===== config.mk =====
export PLATFORM = sky130hd
export DESIGN_NAME = fetch_unit_flat
export DESIGN_NICKNAME = d
export VERILOG_FILES = /design/src/rtl/fetch_unit_if.sv /design/src/rtl/fetch_unit.sv /design/src/flat_wrapper.sv
export SDC_FILE = /design/constraint.sdc
export NUM_CORES = 1
export LEC_CHECK = 0
export ABC_AREA = 1
export CAP_MARGIN = 0
export CORE_MARGIN = 4
export CORE_UTILIZATION = 35
export CTS_CLUSTER_DIAMETER = 200
export DETAILED_ROUTE_END_ITERATION = 6
export PLACE_DENSITY = 0.87
export SETUP_SLACK_MARGIN = 0.15
export SYNTH_ARGS = -nofsm -noshare
export SYNTH_HDL_FRONTEND = slang
export SYNTH_SLANG_ARGS = --single-unit

===== constraint.sdc =====
create_clock -name clk -period 3.2 [get_ports clk]
set_input_delay 0.48 -clock clk [delete_from_list [all_inputs] [get_ports clk]]
set_output_delay 0.48 -clock clk [all_outputs]
set_load 0.02 [all_outputs]

===== src/rtl/fetch_unit_if.sv =====
// Bundle of the fetch stage's ROM, decode handshake and redirect signals.
// The master modport is the fetch unit; slave is the ROM/decode/control side.
interface fetch_unit_if;
  logic        start;
  logic [31:0] index;
  logic [31:0] instr;
  logic        id_ready;
  logic        if_valid;
  logic [31:0] if_instr;
  logic [31:0] if_pc;
  logic        jump;
  logic [25:0] jump_target;
  logic        branch_taken;
  logic [15:0] branch_imm;
  logic [5:0]  opcode;
  logic [4:0]  rs;
  logic [4:0]  rt;
  logic [4:0]  rd;
  logic [4:0]  shamt;
  logic [5:0]  funct;
  logic [15:0] imm;
  logic        halted;

  modport master (
    input  start, instr, id_ready, jump, jump_target, branch_taken, branch_imm,
    output index, if_valid, if_instr, if_pc, opcode, rs, rt, rd, shamt, funct, imm, halted
  );

  modport slave (
    output start, instr, id_ready, jump, jump_target, branch_taken, branch_imm,
    input  index, if_valid, if_instr, if_pc, opcode, rs, rt, rd, shamt, funct, imm, halted
  );
endinterface


===== src/rtl/fetch_unit.sv =====
// Instruction fetch stage: walks a ROM_DEPTH-word ROM, holds one fetched word
// for decode, accepts jump/branch redirects and stops on the all-ones opcode.
module fetch_unit #(
  parameter int ROM_DEPTH = 16,
  parameter int RESET_PC  = 0
) (
  input  logic          clk,
  input  logic          reset,
  fetch_unit_if.master  bus
);
  localparam int AW = $clog2(ROM_DEPTH);

  localparam logic [1:0] IDLE = 2'd0;
  localparam logic [1:0] RUN  = 2'd1;
  localparam logic [1:0] HALT = 2'd2;

  localparam logic [5:0] HALT_OPCODE = 6'h3F;

  logic [1:0]    state_reg, state_next;
  logic [AW-1:0] pc_reg, pc_next;
  logic          valid_reg, valid_next;
  logic [31:0]   instr_reg, instr_next;
  logic [AW-1:0] ifpc_reg, ifpc_next;

  logic [31:0] jump_ext;
  logic [31:0] branch_sum;

  // Targets are formed at full 32-bit width and reduced to the ROM word range.
  assign jump_ext   = {6'b0, bus.jump_target};
  assign branch_sum = {{(32-AW){1'b0}}, ifpc_reg} + 32'd1
                    + {{16{bus.branch_imm[15]}}, bus.branch_imm};

  wire unused_upper = ^{jump_ext[31:AW], branch_sum[31:AW]};

  always_comb begin
    state_next = state_reg;
    pc_next    = pc_reg;
    valid_next = valid_reg;
    instr_next = instr_reg;
    ifpc_next  = ifpc_reg;
    case (state_reg)
      IDLE: begin
        pc_next    = AW'(RESET_PC);
        valid_next = 1'b0;
        if (bus.start) state_next = RUN;
      end
      RUN: begin
        if (bus.jump) begin
          pc_next    = jump_ext[AW-1:0];
          valid_next = 1'b0;
        end else if (bus.branch_taken) begin
          pc_next    = branch_sum[AW-1:0];
          valid_next = 1'b0;
        end else if (!valid_reg || bus.id_ready) begin
          instr_next = bus.instr;
          ifpc_next  = pc_reg;
          valid_next = 1'b1;
          // The halt word is still delivered, but the PC parks on it.
          if (bus.instr[31:26] == HALT_OPCODE) state_next = HALT;
          else                                 pc_next    = pc_reg + AW'(1);
        end
      end
      HALT: begin
        if (valid_reg && bus.id_ready) valid_next = 1'b0;
      end
      default: state_next = IDLE;
    endcase
  end

  always_ff @(posedge clk) begin
    if (reset) begin
      state_reg <= IDLE;
      pc_reg    <= AW'(RESET_PC);
      valid_reg <= 1'b0;
      instr_reg <= 32'd0;
      ifpc_reg  <= '0;
    end else begin
      state_reg <= state_next;
      pc_reg    <= pc_next;
      valid_reg <= valid_next;
      instr_reg <= instr_next;
      ifpc_reg  <= ifpc_next;
    end
  end

  genvar gi;
  generate
    for (gi = 0; gi < 32; gi = gi + 1) begin : g_pc_out
      if (gi < AW) begin : g_live
        assign bus.index[gi] = pc_reg[gi];
        assign bus.if_pc[gi] = ifpc_reg[gi];
      end else begin : g_zero
        assign bus.index[gi] = 1'b0;
        assign bus.if_pc[gi] = 1'b0;
      end
    end
  endgenerate

  assign bus.if_valid = valid_reg;
  assign bus.if_instr = instr_reg;
  assign bus.halted   = (state_reg == HALT);
  assign bus.opcode   = instr_reg[31:26];
  assign bus.rs       = instr_reg[25:21];
  assign bus.rt       = instr_reg[20:16];
  assign bus.rd       = instr_reg[15:11];
  assign bus.shamt    = instr_reg[10:6];
  assign bus.funct    = instr_reg[5:0];
  assign bus.imm      = instr_reg[15:0];
endmodule

===== src/flat_wrapper.sv =====
// flat-port wrapper written by rule: the top's interface ports become plain ports
module fetch_unit_flat 
#(
  parameter int ROM_DEPTH = 16,
  parameter int RESET_PC  = 0
)
  (clk, reset, bus_start, bus_instr, bus_id_ready, bus_jump, bus_jump_target, bus_branch_taken, bus_branch_imm, bus_index, bus_if_valid, bus_if_instr, bus_if_pc, bus_opcode, bus_rs, bus_rt, bus_rd, bus_shamt, bus_funct, bus_imm, bus_halted);
  fetch_unit_if bus_i ();
  input  logic clk;
  input  logic reset;
  input wire logic [$bits(bus_i.start)-1:0] bus_start;
  input wire logic [$bits(bus_i.instr)-1:0] bus_instr;
  input wire logic [$bits(bus_i.id_ready)-1:0] bus_id_ready;
  input wire logic [$bits(bus_i.jump)-1:0] bus_jump;
  input wire logic [$bits(bus_i.jump_target)-1:0] bus_jump_target;
  input wire logic [$bits(bus_i.branch_taken)-1:0] bus_branch_taken;
  input wire logic [$bits(bus_i.branch_imm)-1:0] bus_branch_imm;
  output wire logic [$bits(bus_i.index)-1:0] bus_index;
  output wire logic [$bits(bus_i.if_valid)-1:0] bus_if_valid;
  output wire logic [$bits(bus_i.if_instr)-1:0] bus_if_instr;
  output wire logic [$bits(bus_i.if_pc)-1:0] bus_if_pc;
  output wire logic [$bits(bus_i.opcode)-1:0] bus_opcode;
  output wire logic [$bits(bus_i.rs)-1:0] bus_rs;
  output wire logic [$bits(bus_i.rt)-1:0] bus_rt;
  output wire logic [$bits(bus_i.rd)-1:0] bus_rd;
  output wire logic [$bits(bus_i.shamt)-1:0] bus_shamt;
  output wire logic [$bits(bus_i.funct)-1:0] bus_funct;
  output wire logic [$bits(bus_i.imm)-1:0] bus_imm;
  output wire logic [$bits(bus_i.halted)-1:0] bus_halted;
  assign bus_i.start = bus_start;
  assign bus_i.instr = bus_instr;
  assign bus_i.id_ready = bus_id_ready;
  assign bus_i.jump = bus_jump;
  assign bus_i.jump_target = bus_jump_target;
  assign bus_i.branch_taken = bus_branch_taken;
  assign bus_i.branch_imm = bus_branch_imm;
  assign bus_index = bus_i.index;
  assign bus_if_valid = bus_i.if_valid;
  assign bus_if_instr = bus_i.if_instr;
  assign bus_if_pc = bus_i.if_pc;
  assign bus_opcode = bus_i.opcode;
  assign bus_rs = bus_i.rs;
  assign bus_rt = bus_i.rt;
  assign bus_rd = bus_i.rd;
  assign bus_shamt = bus_i.shamt;
  assign bus_funct = bus_i.funct;
  assign bus_imm = bus_i.imm;
  assign bus_halted = bus_i.halted;
  fetch_unit #(.ROM_DEPTH(ROM_DEPTH), .RESET_PC(RESET_PC)) u_core (.clk(clk), .reset(reset), .bus(bus_i));
endmodule

==> results by group <==
Run status
  • Status: finished, final reports clean

Timing
  • Final worst path period share: about 65%
  • Worst-margin pin slew: roughly 0.72 ns
  • Max Clk Rate: between 400 and 500 MHz
  • RSZ-0062 raised after global routing: no
  • Setup TNS: 0 ns
  • Worst rel slew slack: between 50% and 60%
  • Max-slew violations: 0
  • Minimum clock period: about 2.1 ns
  • # setup viols final: 0
  • Hold slack: approximately 0.48 ns
  • Clk_skew: roughly 0.0049 ns
  • Final hold viol count: 0

Final layout
  • Layout cells sized above 1: under 10%
  • Util after Layout: approximately half
  • Number of nets in the layout: ~520
  • Final instance area: roughly 3600 um2
  • Ant diodes: 0
  • Fin cells: between 500 and 600
  • Area grow syn2layout: 34.42%
  • Max reg flops: 32

Floorplan
  • I/O pins: 226
  • Initial Util: between 30% and 40%
  • Die span in x: 95.67 um
  • Row cnt: 31
  • Die Ht: about 96 um
  • Total core area: approximately 7400 um2
  • Total die area: slightly above 9000 um2

Setup path
  • Nature of the critical path endpoint: flop
  • Ordered cell list for the critical path: clkdlybuf4s50_1 -> nor2_1 -> inv_2 -> nand2_2 -> o21ai_0 -> a21oi_1
  • Setup CP Type: in -> reg
  • Required time of the critical path: between 3 and 4 ns
  • CP Max Fanout: 39
  • Worst path slowest cell: nand2_2
  • Arrival @ worst endpoint: roughly 2.2 ns
  • CP Launch Type: input pin
  • Crit path buf inv count: 2
  • Critical Path Start: bus_id_ready
  • Slowest stage delay, CP: 0.50 ns
  • Worst r2r src: u_core.bus.if_valid
  • Crit path max-delay family: buffers and inverters

Global route
  • Global-route wire length before repair: a little over 10000 um
  • Met2 GRT Util: between 20% and 30%
  • Vias in the first global route: between 2000 and 2500
  • Initial antenna violation count: 0
  • GR met3 Demand/Resource: under 10%
  • Grt ovf: 0
  • GRT met1 Usage: ~15%
  • Pin count of the biggest net entering global routing: 40
  • Grt peak-use layer: met2
  • Total track usage: 14.20%

Yosys
  • Post-synth ARST share: 0%
  • Top cell type's share of synthesized area: between 30% and 40%
  • Avg Cell Area, Syn: roughly 7.5 um2
  • Dominant cell by count in the synthesized netlist: buf_4
  • Seq cells post-synth: 43
  • Mapped Cells: between 300 and 400
  • Commonest cells post-synth: 107 x buf_4, 59 x nand2_1, 44 x a21oi_1
  • Yosys warning total: 0
  • Post-synth EDFFs: 0
  • Area leader, netlist: dfxtp_1
  • Synth cell types: 27
  • Seq/Total Area, Yosys: between 30% and 40%
  • Primary FF master, synth: dfxtp_1
  • Synth area leaders: dfxtp_1 32%, buf_4 30%, nand2_1 8.2%
  • Mapped Area: around 2700 um2

Clock tree
  • H-Tree Level Count: 2
  • Post-cts resize count: 0
  • Clock Pin Slew Worst Setup and Hold Paths: around 0.080 ns
  • CTS Buf Count: 5
  • CTS Sinks: 43
  • CTS Hold Buffers Added: 0
  • CTS Buffer Depth: 2
  • CTS tree: done
  • Worst skew pair latency: slightly below 0.3 ns
  • Post-CTS Repair Setup Buffers: 0
  • Root Buffer: clkbuf_8

Min path
  • HP Start: u_core.bus.if_instr[21]
  • Worst hold path type: reg -> reg

Drt
  • Number of vias per cell: roughly 4.4
  • DR WL/cell: around 13 um
  • Total wire length: just under 7000 um
  • Initial DRT Pass Iterations: 4
  • Antenna viol nets, final: 0
  • Initial DRC Count: between 100 and 150
  • Residual DRC: 0
  • Via count: ~2400

Placement
  • Dpl cells: around 530
  • Hpwl dp: 5332 um
  • Placement Cell Area: 3528 um2
  • I/O Buffers: around 140
  • GPL Wtd Cong: roughly 0.84

Flow run
  • Number of max-cap violations: 0

Pwr
  • Power Density: 336.0 nW/um2
  • Lkg Pwr: approximately 1.4 nW
  • Worst vdd ir: 167.1 uV
-- layer usage --
layer,routed length [um],share of wire (%)
met2,3527,51
met1,2621,38
met4,70,1.0
met3,741,11
met5,0,0
-- worst min-delay path, delay by kind of cell, from the launching register on --
family | cells | cell delay [ns]
flip-flops | 1 | 0.33
AO/OA/AOI/OAI | 1 | 0.05
AND/OR/NAND/NOR | 1 | 0.06
-- cell type report --
cell class                      instances  area (um2)
Multi-Input combinational cell        231        1095
Sequential cell                        43       860.8
Clock buffer                            6       82.58
Timing Repair Buffer                  138        1374
Clock inverter                          1       5.005
Fill cell                             712        3754
Tap cell                               99       123.9
Inverter                               20       75.07
-- path summary, 6_finish.rpt --
kind | endpoint | slack [ns] | cells past startpoint
setup reg to reg | u_core.ifpc_reg[3] | 1.42 | 6
hold reg to reg | u_core.bus.if_instr[21] | 0.48 | 2
hold / removal | u_core.bus.if_instr[21] | 0.48 | 2
setup / recovery | u_core.ifpc_reg[3] | 1.12 | 6
-- report_power, final --
group / switching [mW] / internal [mW] / total (mW)
clock network: 0.179 / 0.170 / 0.348
registers: 0.0161 / 0.551 / 0.567
logic: 0.174 / 0.125 / 0.299
total: 0.369 / 0.846 / 1.21
-- layout by cell type, fill, tap and decap left out --
master	instances
nand3_1	39
buf_4	3
o221a_2	1
o211ai_1	1
xnor2_1	1
fa_1	1
a21oi_1	44
o21ai_0	8
clkinv_2	1
clkbuf_8	6
conb_1	56
dfxtp_1	43
nand2_4	1
nor3_1	2
ha_1	4
nor2_1	7
nand2_1	59
clkdlybuf4s50_1	135
inv_2	4
inv_1	16
nor2_8	1
nand4_1	1
xor2_1	1
nand2_2	3
o2111ai_1	1
-- cells by family after synthesis --
logic type / after synthesis / synth area share (%)
other: 1 / 0.1394
xor gates and xnor gates: 2 / 0.6513
adders and majority gates: 5 / 2.605
buffers and inverters: 138 / 34.98
AOI/OAI and AO/OA: 55 / 10.70
and+or+nand+nor: 113 / 18.93
DFF: 43 / 32.00
-- metrics by stage --
step / total power, mW / worst slack [ns]
floorplan: 0.8164 / 1.524
finish: 1.215 / 1.119
global route: 1.281 / 0.9299
detailed placement: 0.8777 / 0.7991
CTS: 1.230 / 1.111
global placement: 0.8717 / 0.8336
Note: power is estimated with default switching activity, not from simulation.
